File: config.mk
export PLATFORM = sky130hd
export DESIGN_NAME = csi2tx_ldl_lane_scheduler
export DESIGN_NICKNAME = d
export VERILOG_FILES = /design/src/rtl/csi2tx_lml_pkg.sv /design/src/rtl/csi2tx_ldl_down_counter.sv /design/src/rtl/csi2tx_ldl_lane_scheduler.sv
export SDC_FILE = /design/constraint.sdc
export NUM_CORES = 1
export LEC_CHECK = 0
export CAP_MARGIN = 30
export CORE_ASPECT_RATIO = 1.2
export CORE_MARGIN = 2
export CORE_UTILIZATION = 45
export DETAILED_ROUTE_END_ITERATION = 6
export PLACE_DENSITY = 0.73
export SLEW_MARGIN = 20
export SYNTH_ARGS = -nofsm -noshare
export SYNTH_HDL_FRONTEND = slang
export SYNTH_HIERARCHICAL = 1
export SYNTH_SLANG_ARGS = --single-unit
File: constraint.sdc
create_clock -name txbyteclkhs -period 4.5 [get_ports txbyteclkhs]
set_input_delay 0.9 -clock txbyteclkhs [delete_from_list [all_inputs] [get_ports txbyteclkhs]]
set_output_delay 0.9 -clock txbyteclkhs [all_outputs]
set_load 0.05 [all_outputs]
File: src/rtl/csi2tx_lml_pkg.sv
// Shared types and constants for the CSI-2 TX lane management layer.
// Imported by the LDL lane scheduler and its helpers.
package csi2tx_lml_pkg;

   localparam int NUM_LAYERS = 8;
   localparam int LANE_CNT_W = 3;

   typedef enum logic [2:0] {
      ST_INIT    = 3'd0,
      ST_IDLE    = 3'd1,
      ST_ARM     = 3'd2,
      ST_ACTIVE  = 3'd3,
      ST_HS_EXIT = 3'd4
   } lml_state_e;

   function automatic logic [NUM_LAYERS-1:0] onehot_lane(
      input logic [LANE_CNT_W-1:0] sel
   );
      logic [NUM_LAYERS-1:0] oh;
      oh      = '0;
      oh[sel] = 1'b1;
      return oh;
   endfunction

endpackage

File: src/rtl/csi2tx_ldl_down_counter.sv
// Loadable down counter that saturates at zero.
// Priority: reset > clear > load > decrement.
module csi2tx_ldl_down_counter #(
   parameter int W = 8
) (
   input  logic         clk,
   input  logic         rst,
   input  logic         clr,
   input  logic         load,
   input  logic [W-1:0] load_val,
   input  logic         decr,
   output logic [W-1:0] cnt,
   output logic         zero
);

   logic [W-1:0] cnt_q;
   logic [W-1:0] cnt_d;

   always_comb begin
      cnt_d = cnt_q;
      if (clr) begin
         cnt_d = '0;
      end else if (load) begin
         cnt_d = load_val;
      end else if (decr && (cnt_q != '0)) begin
         cnt_d = cnt_q - W'(1);
      end
   end

   always_ff @(posedge clk) begin
      if (rst) begin
         cnt_q <= '0;
      end else begin
         cnt_q <= cnt_d;
      end
   end

   assign cnt  = cnt_q;
   assign zero = (cnt_q == '0);

endmodule

File: src/rtl/csi2tx_ldl_lane_scheduler.sv
// Sequences TINIT, then enables one LDL instance per packet and
// runs the HS-exit countdown that the selected layer waits on.
module csi2tx_ldl_lane_scheduler
   import csi2tx_lml_pkg::*;
#(
   parameter int NUM_LAYERS = csi2tx_lml_pkg::NUM_LAYERS,
   parameter int TINIT_W    = 16,
   parameter int HS_EXIT_W  = 8,
   parameter int PKT_CNT_W  = 16
) (
   input  logic                  txbyteclkhs,
   input  logic                  txbyteclkhs_rst,
   input  logic [2:0]            cfg_lane_cnt,
   input  logic [TINIT_W-1:0]    cfg_tinit_cnt,
   input  logic [HS_EXIT_W-1:0]  cfg_hs_exit_cnt,
   input  logic                  csi_byte_fifo_empty,
   input  logic                  forcetxstopmode,
   input  logic [NUM_LAYERS-1:0] ldl_tx_done,
   input  logic [NUM_LAYERS-1:0] ldl_hs_exit_decr,
   output logic                  tinit_start,
   output logic [NUM_LAYERS-1:0] lane_en,
   output logic                  enable_hs_transmission,
   output logic                  hs_exit_cnt_expired,
   output logic                  busy,
   output logic [PKT_CNT_W-1:0]  pkt_cnt,
   output logic                  cfg_chg_err
);

   localparam logic [2:0] LANE_SEL_MAX = 3'(NUM_LAYERS - 1);

   lml_state_e              state_q, state_d;
   logic [TINIT_W-1:0]      tinit_cnt_q, tinit_cnt_d;
   logic                    tinit_start_q, tinit_start_d;
   logic [2:0]              lane_sel_q, lane_sel_d;
   logic [NUM_LAYERS-1:0]   lane_en_q, lane_en_d;
   logic                    busy_q, busy_d;
   logic [PKT_CNT_W-1:0]    pkt_cnt_q, pkt_cnt_d;
   logic                    cfg_chg_err_q, cfg_chg_err_d;

   logic [2:0]              sel_clamp;
   logic                    tinit_last;
   logic                    in_pkt;
   logic                    hx_load;
   logic                    hx_clr;
   logic                    hx_decr;
   logic                    hx_zero;
   logic [HS_EXIT_W-1:0]    hx_cnt;

   if (NUM_LAYERS < 8) begin : g_clamp
      assign sel_clamp = (cfg_lane_cnt > LANE_SEL_MAX) ?
                         LANE_SEL_MAX : cfg_lane_cnt;
   end else begin : g_full
      assign sel_clamp = cfg_lane_cnt;
   end

   // A zero TINIT config still spends one cycle in INIT.
   assign tinit_last = (cfg_tinit_cnt == '0) ||
                       (tinit_cnt_q == cfg_tinit_cnt - TINIT_W'(1));

   assign in_pkt = (state_q == ST_ARM) ||
                   (state_q == ST_ACTIVE) ||
                   (state_q == ST_HS_EXIT);

   assign hx_decr = (state_q == ST_HS_EXIT) &&
                    ldl_hs_exit_decr[lane_sel_q];

   always_comb begin
      state_d       = state_q;
      tinit_cnt_d   = tinit_cnt_q;
      tinit_start_d = tinit_start_q;
      lane_sel_d    = lane_sel_q;
      lane_en_d     = lane_en_q;
      pkt_cnt_d     = pkt_cnt_q;
      hx_load       = 1'b0;
      hx_clr        = 1'b0;
      cfg_chg_err_d = cfg_chg_err_q |
                      (busy_q && (sel_clamp != lane_sel_q));

      unique case (state_q)
         ST_INIT: begin
            tinit_cnt_d = tinit_cnt_q + TINIT_W'(1);
            if (tinit_last) begin
               state_d       = ST_IDLE;
               tinit_start_d = 1'b1;
            end
         end
         ST_IDLE: begin
            if (!csi_byte_fifo_empty) begin
               state_d    = ST_ARM;
               lane_sel_d = sel_clamp;
               lane_en_d  = onehot_lane(sel_clamp);
            end
         end
         ST_ARM: begin
            state_d = ST_ACTIVE;
         end
         ST_ACTIVE: begin
            if (ldl_tx_done[lane_sel_q]) begin
               state_d   = ST_HS_EXIT;
               hx_load   = 1'b1;
               pkt_cnt_d = pkt_cnt_q + PKT_CNT_W'(1);
            end
         end
         ST_HS_EXIT: begin
            if (hx_zero) begin
               state_d   = ST_IDLE;
               lane_en_d = '0;
            end
         end
         default: begin
            state_d = ST_INIT;
         end
      endcase

      // Stop-mode abort overrides any transition decided above.
      if (forcetxstopmode && in_pkt) begin
         state_d   = ST_IDLE;
         lane_en_d = '0;
         pkt_cnt_d = pkt_cnt_q;
         hx_load   = 1'b0;
         hx_clr    = 1'b1;
      end

      busy_d = (state_d == ST_ACTIVE) || (state_d == ST_HS_EXIT);
   end

   always_ff @(posedge txbyteclkhs) begin
      if (txbyteclkhs_rst) begin
         state_q       <= ST_INIT;
         tinit_cnt_q   <= '0;
         tinit_start_q <= 1'b0;
         lane_sel_q    <= '0;
         lane_en_q     <= '0;
         busy_q        <= 1'b0;
         pkt_cnt_q     <= '0;
         cfg_chg_err_q <= 1'b0;
      end else begin
         state_q       <= state_d;
         tinit_cnt_q   <= tinit_cnt_d;
         tinit_start_q <= tinit_start_d;
         lane_sel_q    <= lane_sel_d;
         lane_en_q     <= lane_en_d;
         busy_q        <= busy_d;
         pkt_cnt_q     <= pkt_cnt_d;
         cfg_chg_err_q <= cfg_chg_err_d;
      end
   end

   csi2tx_ldl_down_counter #(
      .W (HS_EXIT_W)
   ) u_hs_exit_cnt (
      .clk      (txbyteclkhs),
      .rst      (txbyteclkhs_rst),
      .clr      (hx_clr),
      .load     (hx_load),
      .load_val (cfg_hs_exit_cnt),
      .decr     (hx_decr),
      .cnt      (hx_cnt),
      .zero     (hx_zero)
   );

   assign tinit_start            = tinit_start_q;
   assign lane_en                = lane_en_q;
   assign busy                   = busy_q;
   assign pkt_cnt                = pkt_cnt_q;
   assign cfg_chg_err            = cfg_chg_err_q;
   assign enable_hs_transmission = (state_q == ST_ACTIVE);
   assign hs_exit_cnt_expired    = (state_q == ST_HS_EXIT) &&
                                   (hx_cnt == '0);

endmodule

==> Flow_metrics.wiki <==
{| class="wikitable"
! Metric !! Value
|-
| Maximum fanout encountered on the critical timing path || 6
|-
| Vias per cell || 5.45
|-
| Max Slew Vio Count || 0
|-
| Initial cell density of the core || 45.9%
|-
| Global router's overall resource usage || 20.2%
|-
| Routability-driven placement congestion ratio || 0.962
|-
| Post-layout worst setup margin || 0.978 ns
|-
| Final hold violation count || 0
|-
| Result of the run || finished clean
|-
| Nets in the synthesized netlist || 449
|-
| Placed wire-length estimate || 6000 um
|-
| Yosys cell types || 53
|-
| Max Clock Skew || 0.00816 ns
|-
| Clk pin slew, worst setup/hold paths || 0.06 ns
|-
| Total power draw || 1080 uW
|-
| Instance area at placement || 4130 um^2
|-
| Die Span Y || 97.6 um
|-
| Later-pin clock latency in the skew report || 0.33 ns
|-
| Maximum number of pins on one net before global-route repair || 34
|-
| Post-CTS Setup Bufs || 0
|-
| Hold/Removal Path Class || reg2reg
|-
| Reg2reg end || pkt_cnt[15]
|-
| DRC Markers || 0
|-
| Total power density per cell area || 251 nW/um^2
|-
| Clock buffer count from CTS || 9
|-
| Placeable core area || 7150 um^2
|-
| Number of enable flip-flop cells after synthesis || 0
|-
| Count of cells resized by post-cts repair || 0
|-
| Setup Slack @ Placement || 0.644 ns
|-
| Boundary Pins || 76
|-
| Leak pwr || 0.00150 uW
|-
| Most frequent standard cell in the layout excluding fill and tap cells || clkdlybuf4s50_1
|-
| TritonCTS clock tree || done
|-
| Top library cells by usage in the layout, fill and taps aside || clkdlybuf4s50_1, nor2_1, dfxtp_1
|-
| Number of antenna violations at the first check in global routing || 0
|-
| Critical path arrival || 3.76 ns
|-
| Slew at the pin closest to its max-slew limit || 0.747 ns
|-
| Number of H-tree levels || 3
|-
| Sum Neg Setup Slack || 0 ns
|-
| Chip Width || 82.0 um
|-
| Maximum vdd drop || 168 uV
|-
| Number of warnings reported in the yosys synthesis log || 6
|-
| DIE AREA || 8000 um^2
|-
| Count of final setup violators || 0
|-
| Bufs on Longest Clock Path || 2
|-
| Area taken by multi-input logic gates || 2050 um^2
|-
| Part of the Yosys area used for sequential elements || 34.8%
|-
| Fraction of final layout cells with drive strength greater than 1 || 7.11%
|-
| Clock period minus final worst setup slack || 3.52 ns
|-
| Hold-critical path depth || 2
|-
| Endpoint type of the worst setup path || flip-flop
|-
| Post-route cell area || 4320 um^2
|-
| Critical Setup Path Class || in2reg
|-
| Worst setup slack for register-to-register paths || 1.94 ns
|-
| Path depth of the worst reg2reg path || 7
|-
| Max Clk Rate || 284 MHz
|-
| Avg WL per Cell || 13.8 um
|-
| Sequential cell area || 1140 um^2
|-
| Max_slew headroom || 49.8%
|-
| Asr flop ratio synth || 0%
|-
| Number of antenna cells inserted || 0
|-
| Hold path startpoint || cfg_chg_err
|-
| Number of sinks handled by clock tree synthesis || 57
|-
| Number of iterations in the first detailed-routing pass || 4
|-
| Standard-cell rows || 34
|-
| Prevailing post-synth register cell || dfxtp_1
|-
| Count of hold buffers inserted by post-cts repair || 0
|-
| Synthesized area per cell || 8.27 um^2
|-
| WHS || 0.479 ns
|-
| Post-synthesis instance total || 397
|-
| Via count of the first global-routing pass || 2867
|-
| Data required time of the worst path || 4.74 ns
|-
| Initial detailed-routing violation count || 134
|-
| Routed WL || 7820 um
|-
| Port bufs || 75
|-
| Number of filler instances in the final layout || 641
|-
| Hold Path Sink || cfg_chg_err
|-
| Cell area after synthesis || 3280 um^2
|-
| Total global routing overflow || 0
|-
| Synth-to-Final Area Change || 31.6%
|-
| Wire length of the first global-routing pass || 12900 um
|-
| RSZ-0062 raised after global routing || false
|-
| Buffer cell driving the clock tree root || clkbuf_8
|-
| Max Cap Viol || 0
|-
| Synth Register Bits || 57
|-
| Via count || 3095
|-
| Count of nets left with antenna violations after detail routing || 0
|-
| Net total in the final layout || 526
|-
| Launch point of the worst reg-to-reg path || lane_sel_q[0]
|-
| Critical Path Start Type || primary input
|-
| Period utilization || 78.3%
|}
## worst max-delay path: stages
cell             delay [ns]
clkdlybuf4s50_1        0.47
inv_1                  0.08
ha_1                   0.22
or4b_4                 0.52
or3_1                  0.33
or3_1                  0.31
a21oi_1                0.15
o211ai_1               0.10
or4_4                  0.43
a311oi_2               0.24
## power by group
group	total [uW]	internal [uW]	switching (uW)	leakage [uW]
combinational	100	57.2	43.1	0.000943
sequential	510	507	3.36	0.000459
clock	474	281	193	0.000102
## per-layer routing
layer	GRT usage, %	vias to the layer above	routed length (um)	part of all wire [%]
met2	34.3	71	3910	50
met5	0	-	0	0
met1	24.7	1427	3450	44
li1	-	1582	-	-
met4	8.97	0	163	2.1
met3	2.88	15	290	3.7
## worst max-delay path by stage
stage,from,endpoint,slack [ns],cells past startpoint
6_report,cfg_tinit_cnt[0],tinit_start,0.98,10
5_1_grt,cfg_tinit_cnt[0],tinit_start,0.82,10
4_1_cts,cfg_tinit_cnt[0],tinit_start,0.97,10
3_5_place_dp,cfg_tinit_cnt[0],tinit_start,0.64,10
3_3_place_gp,cfg_tinit_cnt[0],tinit_start,0.69,10
2_1_floorplan,cfg_tinit_cnt[0],tinit_start,1.30,9
## stage by stage
stage	util, %	std cells
after floorplan	-	397
after global placement	57.6	552
after detailed placement	57.7	553
after CTS	60.5	568
after global routing	60.5	568
final	60.5	568
## layout make-up
class	count	area share, %
clock inverter	3	0.926
sequential	57	26.4
multi-input combinational	316	47.4
inverter	10	0.869
clock buffer	12	3.59
timing repair buffer	80	18.2
tap	90	2.61
## registers in the layout, indices dropped and copies added, names as in the netlist
| register | flops |
|---|---|
| state_q | 3 |
| pkt_cnt | 16 |
| lane_sel_q | 3 |
| tinit_cnt_q | 16 |
| u_hs_exit_cnt/cnt | 8 |
| lane_en | 8 |
| busy | 1 |
| tinit_start | 1 |
| cfg_chg_err | 1 |
## synth_stat cells (all sizes together) (2+ instances only)
| cell type | n | share of area [%] |
|---|---|---|
| a2111oi | 2 | 0.53 |
| a211oi | 2 | 0.46 |
| a21oi | 29 | 4.4 |
| a311oi | 4 | 1.3 |
| a31oi | 5 | 0.95 |
| and2 | 4 | 0.76 |
| and3 | 7 | 1.3 |
| and4 | 3 | 0.80 |
| buf | 3 | 0.50 |
| clkbuf | 11 | 1.3 |
| dfxtp | 57 | 35 |
| ha | 5 | 1.9 |
| inv | 10 | 1.1 |
| mux2i | 8 | 2.4 |
| mux4 | 4 | 2.7 |
| nand2 | 19 | 2.2 |
| nand2b | 6 | 1.1 |
| nand3 | 16 | 2.4 |
| nand3b | 3 | 0.69 |
| nand4 | 9 | 1.7 |
| nor2 | 60 | 6.9 |
| nor2b | 5 | 0.95 |
| nor3 | 12 | 1.8 |
| nor3b | 3 | 0.69 |
| nor4 | 11 | 2.1 |
| nor4b | 4 | 1.3 |
| o2111a | 2 | 0.69 |
| o211ai | 2 | 0.46 |
| o21ai | 16 | 2.4 |
| or2 | 3 | 0.57 |
| or3 | 10 | 2.1 |
| or4 | 5 | 1.4 |
| xnor2 | 17 | 4.5 |
| xor2 | 28 | 7.5 |
## logic make-up after synthesis
family          Yosys count  share of synthesized area (%)
simple gates            184                           30.0
xor+xnor                 45                           12.0
flops                    57                           34.8
mux                      13                           5.53
compound gates           69                           12.9
fa+ha+maj                 5                           1.91
buf+inv                  24                           2.90
Note: power is estimated with default switching activity, not from simulation.
